===== src/rtl/decode_pkg.sv =====
// Opcode/funct constants, control-word field layout and encodings shared by the decoder and ID/EX control stage.
package decode_pkg;

  localparam logic [5:0] OP_RTYPE  = 6'h00;
  localparam logic [5:0] OP_REGIMM = 6'h01;
  localparam logic [5:0] OP_J      = 6'h02;
  localparam logic [5:0] OP_JAL    = 6'h03;
  localparam logic [5:0] OP_BEQ    = 6'h04;
  localparam logic [5:0] OP_BNE    = 6'h05;
  localparam logic [5:0] OP_BLEZ   = 6'h06;
  localparam logic [5:0] OP_BGTZ   = 6'h07;
  localparam logic [5:0] OP_ADDI   = 6'h08;
  localparam logic [5:0] OP_ADDIU  = 6'h09;
  localparam logic [5:0] OP_SLTI   = 6'h0A;
  localparam logic [5:0] OP_SLTIU  = 6'h0B;
  localparam logic [5:0] OP_ANDI   = 6'h0C;
  localparam logic [5:0] OP_ORI    = 6'h0D;
  localparam logic [5:0] OP_XORI   = 6'h0E;
  localparam logic [5:0] OP_LUI    = 6'h0F;
  localparam logic [5:0] OP_LW     = 6'h23;
  localparam logic [5:0] OP_SW     = 6'h2B;

  localparam logic [5:0] FN_SLL   = 6'h00;
  localparam logic [5:0] FN_SRL   = 6'h02;
  localparam logic [5:0] FN_SRA   = 6'h03;
  localparam logic [5:0] FN_SLLV  = 6'h04;
  localparam logic [5:0] FN_SRLV  = 6'h06;
  localparam logic [5:0] FN_SRAV  = 6'h07;
  localparam logic [5:0] FN_JR    = 6'h08;
  localparam logic [5:0] FN_JALR  = 6'h09;
  localparam logic [5:0] FN_MFHI  = 6'h10;
  localparam logic [5:0] FN_MFLO  = 6'h12;
  localparam logic [5:0] FN_MULT  = 6'h18;
  localparam logic [5:0] FN_MULTU = 6'h19;
  localparam logic [5:0] FN_DIV   = 6'h1A;
  localparam logic [5:0] FN_DIVU  = 6'h1B;
  localparam logic [5:0] FN_ADD   = 6'h20;
  localparam logic [5:0] FN_ADDU  = 6'h21;
  localparam logic [5:0] FN_SUB   = 6'h22;
  localparam logic [5:0] FN_SUBU  = 6'h23;
  localparam logic [5:0] FN_AND   = 6'h24;
  localparam logic [5:0] FN_OR    = 6'h25;
  localparam logic [5:0] FN_XOR   = 6'h26;
  localparam logic [5:0] FN_NOR   = 6'h27;
  localparam logic [5:0] FN_SLT   = 6'h2A;
  localparam logic [5:0] FN_SLTU  = 6'h2B;

  localparam int CTRL_W       = 22;
  localparam int PCSRC_LSB    = 20;
  localparam int BRANCH_BIT   = 19;
  localparam int BRTYPE_LSB   = 16;
  localparam int REGWRITE_BIT = 15;
  localparam int REGDST_LSB   = 13;
  localparam int MEMREAD_BIT  = 12;
  localparam int MEMWRITE_BIT = 11;
  localparam int MEMTOREG_LSB = 9;
  localparam int ALUSRC1_BIT  = 8;
  localparam int ALUSRC2_BIT  = 7;
  localparam int EXTOP_BIT    = 6;
  localparam int LUOP_BIT     = 5;
  localparam int ALUOP_LSB    = 1;
  localparam int MULDIV_BIT   = 0;

  localparam logic [2:0] BR_BEQ    = 3'b000;
  localparam logic [2:0] BR_BNE    = 3'b001;
  localparam logic [2:0] BR_BLEZ   = 3'b010;
  localparam logic [2:0] BR_BGTZ   = 3'b011;
  localparam logic [2:0] BR_REGIMM = 3'b100;

  localparam logic [2:0] ALU_ADD = 3'b000;
  localparam logic [2:0] ALU_BEQ = 3'b001;
  localparam logic [2:0] ALU_R   = 3'b010;
  localparam logic [2:0] ALU_OR  = 3'b011;
  localparam logic [2:0] ALU_AND = 3'b100;
  localparam logic [2:0] ALU_SLT = 3'b101;
  localparam logic [2:0] ALU_XOR = 3'b110;

  typedef struct packed {
    logic [1:0] pc_src;
    logic       branch;
    logic [2:0] branch_type;
    logic       reg_write;
    logic [1:0] reg_dst;
    logic       mem_read;
    logic       mem_write;
    logic [1:0] mem_to_reg;
    logic       alu_src1;
    logic       alu_src2;
    logic       ext_op;
    logic       lu_op;
    logic [3:0] alu_op;
    logic       mul_div;
  } ctrl_t;

endpackage


===== src/rtl/ctrl_decode.sv =====
// Combinational MIPS main decoder: instruction -> control word, illegal flag and register-read usage.
// Zero latency; no flow control.
module ctrl_decode
  import decode_pkg::*;
#(
  parameter bit ENABLE_EXT = 1'b1
) (
  input  logic [31:0] i_inst,
  output ctrl_t       o_ctrl,
  output logic        o_illegal,
  output logic        o_reads_rs,
  output logic        o_reads_rt
);

  logic [5:0] w_op;
  logic [5:0] w_fn;
  logic [4:0] w_rt_fld;
  logic       w_unused;
  ctrl_t      w_c;
  logic       w_legal;
  logic       w_rs_rd;
  logic       w_rt_rd;
  logic [2:0] w_alu_lo;

  assign w_op     = i_inst[31:26];
  assign w_fn     = i_inst[5:0];
  assign w_rt_fld = i_inst[20:16];
  assign w_unused = ^{i_inst[25:21], i_inst[15:6]};

  always_comb begin
    w_c     = '0;
    w_legal = 1'b1;
    w_rs_rd = 1'b0;
    w_rt_rd = 1'b0;
    case (w_op)
      OP_RTYPE: begin
        w_c.reg_dst   = 2'b01;
        w_c.reg_write = 1'b1;
        w_rs_rd       = 1'b1;
        w_rt_rd       = 1'b1;
        case (w_fn)
          FN_SLL, FN_SRL, FN_SRA: begin
            w_c.alu_src1 = 1'b1;
            w_rs_rd      = 1'b0;
          end
          FN_SLLV, FN_SRLV, FN_SRAV, FN_ADD, FN_ADDU, FN_SUB, FN_SUBU,
          FN_AND, FN_OR, FN_XOR, FN_NOR, FN_SLT, FN_SLTU: ;
          FN_JR: begin
            w_c.pc_src    = 2'b11;
            w_c.reg_write = 1'b0;
            w_rt_rd       = 1'b0;
          end
          FN_JALR: begin
            w_c.pc_src     = 2'b11;
            w_c.mem_to_reg = 2'b11;
            w_rt_rd        = 1'b0;
          end
          FN_MFHI, FN_MFLO: begin
            w_legal = ENABLE_EXT;
            w_rs_rd = 1'b0;
            w_rt_rd = 1'b0;
          end
          // HI/LO writers leave the GPR file alone
          FN_MULT, FN_MULTU, FN_DIV, FN_DIVU: begin
            w_legal       = ENABLE_EXT;
            w_c.reg_write = 1'b0;
            w_c.mul_div   = 1'b1;
          end
          default: w_legal = 1'b0;
        endcase
      end
      OP_REGIMM: begin
        w_c.branch      = 1'b1;
        w_c.branch_type = BR_REGIMM;
        w_rs_rd         = 1'b1;
        w_legal         = ENABLE_EXT && (w_rt_fld == 5'd0 || w_rt_fld == 5'd1);
      end
      OP_J: w_c.pc_src = 2'b01;
      OP_JAL: begin
        w_c.pc_src     = 2'b01;
        w_c.reg_write  = 1'b1;
        w_c.reg_dst    = 2'b11;
        w_c.mem_to_reg = 2'b11;
      end
      OP_BEQ, OP_BNE: begin
        w_c.branch      = 1'b1;
        w_c.branch_type = (w_op == OP_BEQ) ? BR_BEQ : BR_BNE;
        w_c.ext_op      = 1'b1;
        w_rs_rd         = 1'b1;
        w_rt_rd         = 1'b1;
      end
      OP_BLEZ, OP_BGTZ: begin
        w_c.branch      = 1'b1;
        w_c.branch_type = (w_op == OP_BLEZ) ? BR_BLEZ : BR_BGTZ;
        w_rs_rd         = 1'b1;
        w_legal         = ENABLE_EXT;
      end
      OP_ADDI, OP_ADDIU, OP_SLTI, OP_SLTIU, OP_ANDI, OP_ORI, OP_XORI: begin
        w_c.reg_write = 1'b1;
        w_c.alu_src2  = 1'b1;
        w_c.ext_op    = (w_op == OP_ADDI) || (w_op == OP_ADDIU) || (w_op == OP_SLTI);
        w_rs_rd       = 1'b1;
      end
      OP_LUI: begin
        w_c.reg_write = 1'b1;
        w_c.alu_src2  = 1'b1;
        w_c.lu_op     = 1'b1;
      end
      OP_LW: begin
        w_c.reg_write  = 1'b1;
        w_c.mem_read   = 1'b1;
        w_c.mem_to_reg = 2'b01;
        w_c.alu_src2   = 1'b1;
        w_c.ext_op     = 1'b1;
        w_rs_rd        = 1'b1;
      end
      OP_SW: begin
        w_c.mem_write = 1'b1;
        w_c.alu_src2  = 1'b1;
        w_c.ext_op    = 1'b1;
        w_rs_rd       = 1'b1;
        w_rt_rd       = 1'b1;
      end
      default: w_legal = 1'b0;
    endcase

    case (w_op)
      OP_RTYPE:          w_alu_lo = ALU_R;
      OP_BEQ, OP_BNE:    w_alu_lo = ALU_BEQ;
      OP_ANDI:           w_alu_lo = ALU_AND;
      OP_ORI:            w_alu_lo = ALU_OR;
      OP_XORI:           w_alu_lo = ALU_XOR;
      OP_SLTI, OP_SLTIU: w_alu_lo = ALU_SLT;
      default:           w_alu_lo = ALU_ADD;
    endcase
    w_c.alu_op = {w_op[0], w_alu_lo};
  end

  assign o_ctrl     = w_legal ? w_c : '0;
  assign o_illegal  = !w_legal;
  assign o_reads_rs = w_legal && w_rs_rd;
  assign o_reads_rt = w_legal && w_rt_rd;

endmodule


===== src/rtl/decode_pipe_ctrl.sv =====
// Registered decode into the ID/EX control register; 1 cycle id accept -> ex_valid.
// id_ready drops on EX backpressure, load-use hazard or busy mult/div; flush discards input and register.
module decode_pipe_ctrl
  import decode_pkg::*;
#(
  parameter bit          ENABLE_EXT = 1'b1,
  parameter int unsigned MULDIV_LAT = 4,
  parameter bit          HAZARD_EN  = 1'b1
) (
  input  logic              clk,
  input  logic              reset,
  input  logic              id_valid,
  output logic              id_ready,
  input  logic [31:0]       id_inst,
  input  logic              ex_ready,
  input  logic              flush,
  output logic              ex_valid,
  output logic [CTRL_W-1:0] ex_ctrl,
  output logic [4:0]        ex_rt,
  output logic              ex_illegal,
  output logic              muldiv_busy
);

  ctrl_t      w_ctrl;
  logic       w_illegal;
  logic       w_reads_rs;
  logic       w_reads_rt;
  logic [4:0] w_rs;
  logic [4:0] w_rt;
  logic       w_mfhilo;
  logic       w_hz_load;
  logic       w_hz_md;
  logic       w_xfer;
  logic       w_md_leave;
  logic       w_unused;

  ctrl_t      r_ctrl;
  logic       r_valid;
  logic [4:0] r_rt;
  logic       r_illegal;
  logic [3:0] r_md_cnt;

  ctrl_decode #(
    .ENABLE_EXT(ENABLE_EXT)
  ) u_dec (
    .i_inst    (id_inst),
    .o_ctrl    (w_ctrl),
    .o_illegal (w_illegal),
    .o_reads_rs(w_reads_rs),
    .o_reads_rt(w_reads_rt)
  );

  assign w_rs     = id_inst[25:21];
  assign w_rt     = id_inst[20:16];
  assign w_unused = ^id_inst[15:6];
  assign w_mfhilo = (id_inst[31:26] == OP_RTYPE) && !w_illegal &&
                    (id_inst[5:0] == FN_MFHI || id_inst[5:0] == FN_MFLO);

  // The registered load is the only producer whose result is not yet forwardable
  assign w_hz_load = HAZARD_EN && r_valid && r_ctrl.mem_read && (r_rt != 5'd0) &&
                     ((r_rt == w_rs && w_reads_rs) || (r_rt == w_rt && w_reads_rt));
  assign w_hz_md   = (r_md_cnt != 4'd0) && (w_mfhilo || w_ctrl.mul_div);

  assign id_ready   = flush || ((!r_valid || ex_ready) && !w_hz_load && !w_hz_md);
  assign w_xfer     = id_valid && id_ready && !flush;
  assign w_md_leave = r_valid && ex_ready && r_ctrl.mul_div && !flush;

  always_ff @(posedge clk or posedge reset) begin
    if (reset) begin
      r_valid   <= 1'b0;
      r_ctrl    <= '0;
      r_rt      <= 5'd0;
      r_illegal <= 1'b0;
      r_md_cnt  <= 4'd0;
    end else begin
      if (flush) begin
        r_valid <= 1'b0;
      end else if (w_xfer) begin
        r_valid   <= 1'b1;
        r_ctrl    <= w_ctrl;
        r_rt      <= w_rt;
        r_illegal <= w_illegal;
      end else if (ex_ready) begin
        r_valid <= 1'b0;
      end

      // Counter keeps running through a flush: an issued mult/div still completes
      if (w_md_leave) begin
        r_md_cnt <= 4'(MULDIV_LAT);
      end else if (r_md_cnt != 4'd0) begin
        r_md_cnt <= r_md_cnt - 4'd1;
      end
    end
  end

  assign ex_valid    = r_valid;
  assign ex_ctrl     = r_ctrl;
  assign ex_rt       = r_rt;
  assign ex_illegal  = r_illegal;
  assign muldiv_busy = (r_md_cnt != 4'd0);

endmodule

===== config.mk =====
export PLATFORM = sky130hd
export DESIGN_NAME = decode_pipe_ctrl
export DESIGN_NICKNAME = d
export VERILOG_FILES = /design/src/rtl/decode_pkg.sv /design/src/rtl/ctrl_decode.sv /design/src/rtl/decode_pipe_ctrl.sv
export SDC_FILE = /design/constraint.sdc
export NUM_CORES = 1
export LEC_CHECK = 0
export BUFFER_PORTS_ARGS = -buffer_cell sky130_fd_sc_hd__buf_4
export CAP_MARGIN = 40
export CORE_ASPECT_RATIO = 1.1
export CORE_UTILIZATION = 51
export CTS_BUF_LIST = sky130_fd_sc_hd__clkbuf_8 sky130_fd_sc_hd__clkbuf_16
export DETAILED_ROUTE_END_ITERATION = 8
export MAX_ROUTING_LAYER = met4
export PLACE_DENSITY_LB_ADDON = 0.05
export SYNTH_ARGS = -nofsm -noshare
export SYNTH_HDL_FRONTEND = slang
export SYNTH_SLANG_ARGS = --single-unit

===== constraint.sdc =====
create_clock -name clk -period 3.2 [get_ports clk]
set_clock_uncertainty 0.1 [all_clocks]
set_input_delay 0.64 -clock clk [delete_from_list [all_inputs] [get_ports clk]]
set_output_delay 0.64 -clock clk [all_outputs]
set_load 0.05 [all_outputs]

# == Yosys cells after proc, flatten, opt, wreduce, memory -nomap -nowiden ==
# Memory sizes are Yosys's and may differ from the RTL's.
# Index checks and enable logic that the tools add are counted.
# classes
mux,32
add_sub_neg,1
bitwise,1
eq_ne,43
n_reduce_logical,56
# ops
operator,count
$eq A6 B6 Y1 const B,12
$eq A6 B4 Y1 const B,10
$eq A6 B3 Y1 const B,7
$eq A6 B5 Y1 const B,6
$eq A6 B2 Y1 const B,4
$reduce_or A24 Y1,1
$mux W22,1
$reduce_or A10 Y1,2
$logic_and A1 B1 Y1,17
$mux W1,17
$reduce_or A16 Y1,1
$reduce_or A14 Y1,1
$logic_not A6 Y1,2
$pmux W4 S3,1
$reduce_or A4 Y1,3
$eq A5 B5 Y1,2
$reduce_or A5 Y1,2
$logic_or A1 B1 Y1,8
$mux W4,2
$pmux W1 S2,4
$pmux W2 S2,2
$reduce_or A2 Y1,4
$reduce_or A7 Y1,1
$eq A6 B1 Y1 const B,1
other kinds (16),22
# totals
mem_count,1
in_bits,37
ff_bits,33
wordCells,152
rom_bits,48
# mem_list
name,words,width,read_ports,rd_ports_with_merged_regs,wr,line,text
(name not given),16,3,1,0,0,ctrl_decode.sv:127,case (w_op)

# == Logic depth before layout (Yosys ltp) ==
# Gate-level depths: netlist of the first run.
# logic_depth
word_depth,16
depth_mapped,10

# == Cells and area by module ==
# Synthesis of the first run repeated with hierarchy kept, for this count alone.
# unflattened
hier_cells,210
hier_area_um2,2114.5
# modules_own_cells
mod,instances,cells_per_inst,area_per_inst_um2,seq_area_each_um2
decode_pipe_ctrl,1,111,1490.2,825.8
ctrl_decode,1,99,624.3,0.0

# == Worst setup path after synthesis of the first run ==
# Ideal clock, no wire load.
# synth_path
path_kind,input -> output
startpoint,input id_inst[26]
endpoint,output id_ready
cell_stages,9
slack_ns,-0.744
n_path_buf,1
arrival_ns,3.204
required_ns,2.460
path_cell_list,inv_1 > ha_1 > buf_2 > nor3_1 > nor3_1 > or3_4 > a211oi_4 > nor2_1 > o21ai_0
# synth_via
elab_chain_cells,11
# synth_rtl
element,line,text
"start, declared",decode_pipe_ctrl.sv:14,"input logic [31:0] id_inst,"
$eq A6 B2 Y1 (tied with other cells),ctrl_decode.sv:35,case (w_op)
$reduce_or A16 Y1 (no source line) (tied with other cells),-,
$pmux W1 S3 or $pmux W1 S2 (tied branches),ctrl_decode.sv:35,
"$logic_and A1 B1 Y1, on equally long branches","ctrl_decode.sv:141, ctrl_decode.sv:142",
$logic_and A1 B1 Y1,decode_pipe_ctrl.sv:61,((r_rt == w_rs && w_reads_rs) || (r_rt == w_rt && w_reads_rt));
$logic_or A1 B1 Y1,decode_pipe_ctrl.sv:61,
$logic_and A1 B1 Y1,decode_pipe_ctrl.sv:60,assign w_hz_load = HAZARD_EN && r_valid && r_ctrl.mem_read && (r_rt != 5'd0) &&
$logic_not A1 Y1,decode_pipe_ctrl.sv:64,assign id_ready = flush || ((!r_valid || ex_ready) && !w_hz_load && !w_hz_md);
$logic_and A1 B1 Y1,decode_pipe_ctrl.sv:64,
$logic_and A1 B1 Y1 *,decode_pipe_ctrl.sv:64,
$logic_or A1 B1 Y1 *,decode_pipe_ctrl.sv:64,
"end, declared",decode_pipe_ctrl.sv:13,"output logic id_ready,"
# Every way passes the cells marked *; elsewhere a longest branch is shown, timed or not.

# == Worst setup path after layout of the first run ==
# Ends and elaborated chain as after synthesis.

==> flow_metrics.tcl, run 1 <==
set metrics [dict create \
    worstSetupEndpointType "primary output" \
    die_h_um 70.1 \
    synth_cell_type_count 59 \
    hold_path_class "input port to asynchronous set/reset pin" \
    place_ws_ps -35.5 \
    die_x_um 63.9 \
    final_common_cell "buf_4" \
    rr_worst_depth 8 \
    leakage_nw 1.47 \
    synthCells 212 \
    vias 2038 \
    crit_chain "buf_8, clkinvlp_4, ha_4, nor3_4, nor3_2, or3_4, a211oi_4, nor2_4, o21ai_4, buf_6" \
    setup.worst_path.class "input port to primary output" \
    finalCriticalPeriod_ps 3200 \
    layout.cells.non_filler 354 \
    gp_congestion 0.836 \
    core_area_sq_um 3990 \
    cts_buffers 5 \
    setup_slack_ps 4.49 \
    final_antenna_net_count 0 \
    drv_slew 0 \
    synth-seq-cells 33 \
    antenna_cells 0 \
    ctsHtreeMaxLevel 2 \
    max_freq_mhz 313 \
    syn_avg_cell_area_sq_um 10.1 \
    globalRouteOverflowTotal 0 \
    hpwl_um 4060 \
    tightest_slew_ps 466 \
    cts.reportedPaths.clkPinSlew_ps 70 \
    slowest_stage "or3_4" \
    drive_above_1_share_pct 45.4 \
    synth_flop_cell "dfrtp_1" \
    critPathTopFamily "simple AND/OR/NAND/NOR gates" \
    async_flop_share_pct 100 \
    ir_worst_vdd_mv 0.261 \
    final_nets 344 \
    drc_errors 0 \
    cap_viol_max_count 0 \
    finalPower_w 0.00142 \
    num_rows 24 \
    syn_to_final_growth_pct 43.9 \
    ff2ff_setup_slack_ps 750 \
    grt_usage_pct 27.3 \
    cts_tree "yes" \
    start_kind "input port" \
    finalHoldViolations 0 \
    vias_per_cell 5.76 \
    relSlewSlack_pct 68.6 \
    grt_pass1_vias 1995 \
    post-route-period-util_pct 99.9 \
    dr.pass1.iters 4 \
    fillers 299 \
    drtIter0Drc 109 \
    syn_nets 255 \
    r2r_start "ex_rt[4]" \
    p_per_area_nw_per_um2 460 \
    clockBufferDepth 2 \
    clk_latency_ps 290 \
    path_buf_inv 3 \
    max_stage_delay_ps 350 \
    final_cell_mix "92 x buf_4, 33 x dfrtp_1, 14 x nor2_1" \
    initial_core_util_pct 53.8 \
    status "completed" \
    cts-root-buf "clkbuf_8" \
    ys_warn_count 0 \
    syn_area_sq_um 2150 \
    reg2reg_to "ex_rt[3]" \
    yosysSeqAreaShare_pct 38.4 \
    tns_ps 0 \
    grt_pass1_wl_um 9100 \
    cts_sinks 33 \
    boundaryPins 68 \
    fin_util_pct 77.4 \
    cp_max_fo 6 \
    grt_max_degree 34 \
    portBuffers 57 \
    wire_per_inst_um 16.5 \
    die_area_sq_um 4480 \
    setup_viol 0 \
    synth_edf_count 0 \
    cp.arrival_ps 2460 \
    dp.cells 340 \
    antenna_found_initial 0 \
    required_ps 2460 \
    drt_wl_total_um 5840 \
]
==> routing by layer <==
layer / GRT usage [%] / up-vias / share of wire (%)
met5: - / - / 0
met4: 10.1 / 0 / 2.4
met3: 5.56 / 16 / 5.3
met2: 46.0 / 75 / 51
met1: 31.9 / 982 / 42
li1: - / 965 / -
==> flip-flops by register name (all words and copies together) (netlist names) <==
name / count
ex_ctrl: 22
ex_illegal: 1
ex_rt: 5
ex_valid: 1
r_md_cnt: 4
==> synthesized netlist by cell type (all sizes together) (5+ instances only) <==
library cell / n / share of area, %
buf: 9 / 3.1
o2bb2ai: 7 / 2.9
o21ai: 7 / 2.2
nand2: 9 / 1.6
nand3: 7 / 1.6
mux2: 10 / 5.8
inv: 13 / 2.3
o22ai: 5 / 1.5
nor2: 15 / 2.6
xor2: 8 / 3.3
ha: 6 / 3.5
xnor2: 5 / 2.0
dfrtp: 33 / 38
nor3: 10 / 2.6
==> tightest hold or removal path, stage by stage <==
cell   delay (ps)
buf_4         110
inv_1          50
buf_4         380
==> stage by stage <==
step	area, sq um	hold WS (ps)
after floorplan	2170	432
after global placement	2810	373
after detailed placement	2810	375
after CTS	2970	377
after global routing	3090	396
final	3090	355
==> where the power goes <==
part | switching [W] | total, W | internal, W
logic | 0.000287 | 0.000500 | 0.000212
clock network | 0.000153 | 0.000403 | 0.000251
registers | 0.0000476 | 0.000518 | 0.000471
==> kinds of logic after synthesis <==
logic type	synth area share, %
XOR/XNOR	5.30
AO/OA/AOI/OAI	21.2
AND/OR/NAND/NOR	18.0
adder cells (fa/ha/maj)	3.49
multiplexers	7.63
flip-flops	38.4
buffers and inverters	5.94
==> area by class of cell <==
cell class              count  area, sq um  share of cell area (%)
clock inverters             2         33.8                    1.09
well taps                  52         65.1                    2.10
clock buffers               6         82.6                    2.67
flip-flops and latches     33          826                    26.7
inverters                  13         52.6                    1.70
multi-input cells         154         1320                    42.6
repair buffers             94          717                    23.2
==> worst max path at each step <==
stage,start,to,slack [ps],cells past startpoint
6_report,id_inst[26],id_ready,4,10
5_1_grt,id_inst[26],id_ready,-60,10
4_1_cts,id_inst[27],id_ready,20,10
3_5_place_dp,id_inst[26],id_ready,-40,10
3_3_place_gp,id_inst[26],id_ready,-30,11
2_1_floorplan,id_inst[26],id_ready,8,9
==> repair_timing <==
item | 4_1_cts | 5_1_grt
hold endpoints to repair | 0 | 0
hold buffers | 0 | 0
pin swaps | 2 | 7
gates resized for setup | 7 | 16
setup endpoints to repair | 1 | 1
setup buffers | 1 | 5
(Power assumes the default switching activity.)
==> inputs of run 2 (changes only) <==
==> constraint.sdc (replaced) <==
create_clock -name clk -period 3.2 [get_ports clk]
set_clock_uncertainty 0.1 [all_clocks]
set_input_delay 0.64 -clock clk [delete_from_list [all_inputs] [get_ports clk]]
set_output_delay 0.64 -clock clk [all_outputs]
set_load 0.005 [all_outputs]
==> flow_metrics.tcl, run 2 (same netlist as run 1, synthesis figures left out) <==
set metrics [dict create \
    wire_per_inst_um 15.0 \
    cp.arrival_ps 2350 \
    clk_latency_ps 280 \
    start_kind "input port" \
    tightest_slew_ps 651 \
    power_frac_seq_pct 40.6 \
    power_frac_clock_pct 31.5 \
    relSlewSlack_pct 56.6 \
    die_x_um 63.9 \
    worstSetupEndpointType "primary output" \
    max_freq_mhz 323 \
    hpwl_um 3730 \
    multi_input_area_sq_um 1230 \
    finalHoldViolations 0 \
    cts_hold_buf 0 \
    core_area_sq_um 3990 \
    antenna_found_initial 0 \
    grt_usage_pct 23.9 \
    dr.pass1.iters 4 \
    clockBufferDepth 2 \
    leakage_nw 1.36 \
    cap_viol_max_count 0 \
    drc_errors 0 \
    p_per_area_nw_per_um2 448 \
    globalRouteOverflowTotal 0 \
    grt_pass1_wl_um 8120 \
    final_cell_mix "72 x buf_4, 33 x dfrtp_1, 15 x nor2_1" \
    cts_sinks 33 \
    vias_per_cell 5.66 \
    largest_reg_flops 22 \
    portBuffers 57 \
    boundaryPins 68 \
    final_antenna_net_count 0 \
    status "completed" \
    grt_max_degree 34 \
    final_nets 323 \
    setup_viol 0 \
    register_area_sq_um 826 \
    ctsHtreeMaxLevel 2 \
    drive_above_1_share_pct 38.8 \
    fillers 344 \
    setup.worst_path.class "input port to primary output" \
    intPower_w 0.000910 \
    final_common_cell "buf_4" \
    die_area_sq_um 4480 \
    stdcell_area_sq_um 2840 \
    syn_to_final_growth_pct 32.3 \
    place_area_sq_um 2690 \
    antenna_cells 0 \
    cts_buffers 5 \
    ir_worst_vdd_mv 0.177 \
    p_sw_w 0.000365 \
    cp_max_fo 6 \
    num_rows 24 \
    drt_wl_total_um 4990 \
    p_comb_share_pct 28.0 \
    vias 1886 \
    cts-root-buf "clkbuf_8" \
    drv_slew 0 \
    drtIter0Drc 72 \
    ff2ff_setup_slack_ps 800 \
    cts_tree "yes" \
    finalCriticalPeriod_ps 3090 \
    gp_congestion 0.898 \
    grt_pass1_vias 1772 \
    finalPower_w 0.00128 \
    cts.reportedPaths.clkPinSlew_ps 70 \
    switching_share_pct 28.6 \
    required_ps 2460 \
    initial_core_util_pct 53.8 \
    hold_path_class "input port to asynchronous set/reset pin" \
    post-route-period-util_pct 96.7 \
    die_h_um 70.1 \
]
## run 2: cell types whose count changed in the layout (fill, tap and decap cells not counted), sizes merged
cell	previous run	this run
buf	94	73
clkinvlp	1	0
inv	13	14
## run 2: layer usage
| metal | track usage (%) | wire length (um) |
|---|---|---|
| met5 | - | 0 |
| met4 | 6.82 | 34 |
| met3 | 4.74 | 276 |
| met2 | 38.4 | 2390 |
| met1 | 30.3 | 2290 |
## run 2: through the flow
stage	hold WS (ps)	util [%]	cells	setup TNS [ps]	setup WS, ps
finish	359	71.2	333	0	106
global route	397	71.2	333	-1.49	-1.49
CTS	374	70.2	332	0	45.5
detailed placement	384	67.3	324	0	59.7
global placement	377	67.3	324	0	29.8
floorplan	379	-	212	0	175
## run 2: area by class of cell
cell class	count	area share, %
multi-input cells	154	43.2
flip-flops and latches	33	29.0
repair buffers	73	19.7
clock buffers	6	2.90
well taps	52	2.29
inverters	13	1.72
clock inverters	2	1.19
## run 2: worst max-delay path, cell delays in order
cell and delay [ps]:
buf_4 100, inv_1 60, ha_1 290, nor3_2 270
o22ai_1 140, a211oi_2 300, o22a_2 220, nor2_1 50
o21ai_0 140, buf_4 130
## run 2: worst paths after layout
kind,from,to,cells past startpoint
max,id_inst[26],id_ready,10
min,reset,ex_ctrl[0],3
max reg2reg,r_md_cnt[0],ex_ctrl[21],8
min reg2reg,ex_ctrl[2],ex_ctrl[2],1
max in group asynchronous,reset,ex_ctrl[4],3
min in group clk,ex_ctrl[2],ex_ctrl[2],1
## run 2: power by group through the flow
| stage | Sequential (W) | Combinational (W) | Clock (W) |
|---|---|---|---|
| floorplan | 0.000519 | 0.000221 | 0 |
| global placement | 0.000524 | 0.000343 | 0 |
| detailed placement | 0.000526 | 0.000350 | 0 |
| CTS | 0.000518 | 0.000353 | 0.000409 |
| global route | 0.000525 | 0.000396 | 0.000426 |
| finish | 0.000518 | 0.000356 | 0.000401 |
## run 2: timing repair
item,in CTS,in global routing
gates resized for setup,0,7
setup buffers,0,1
endpoints found under the setup margin,0,1
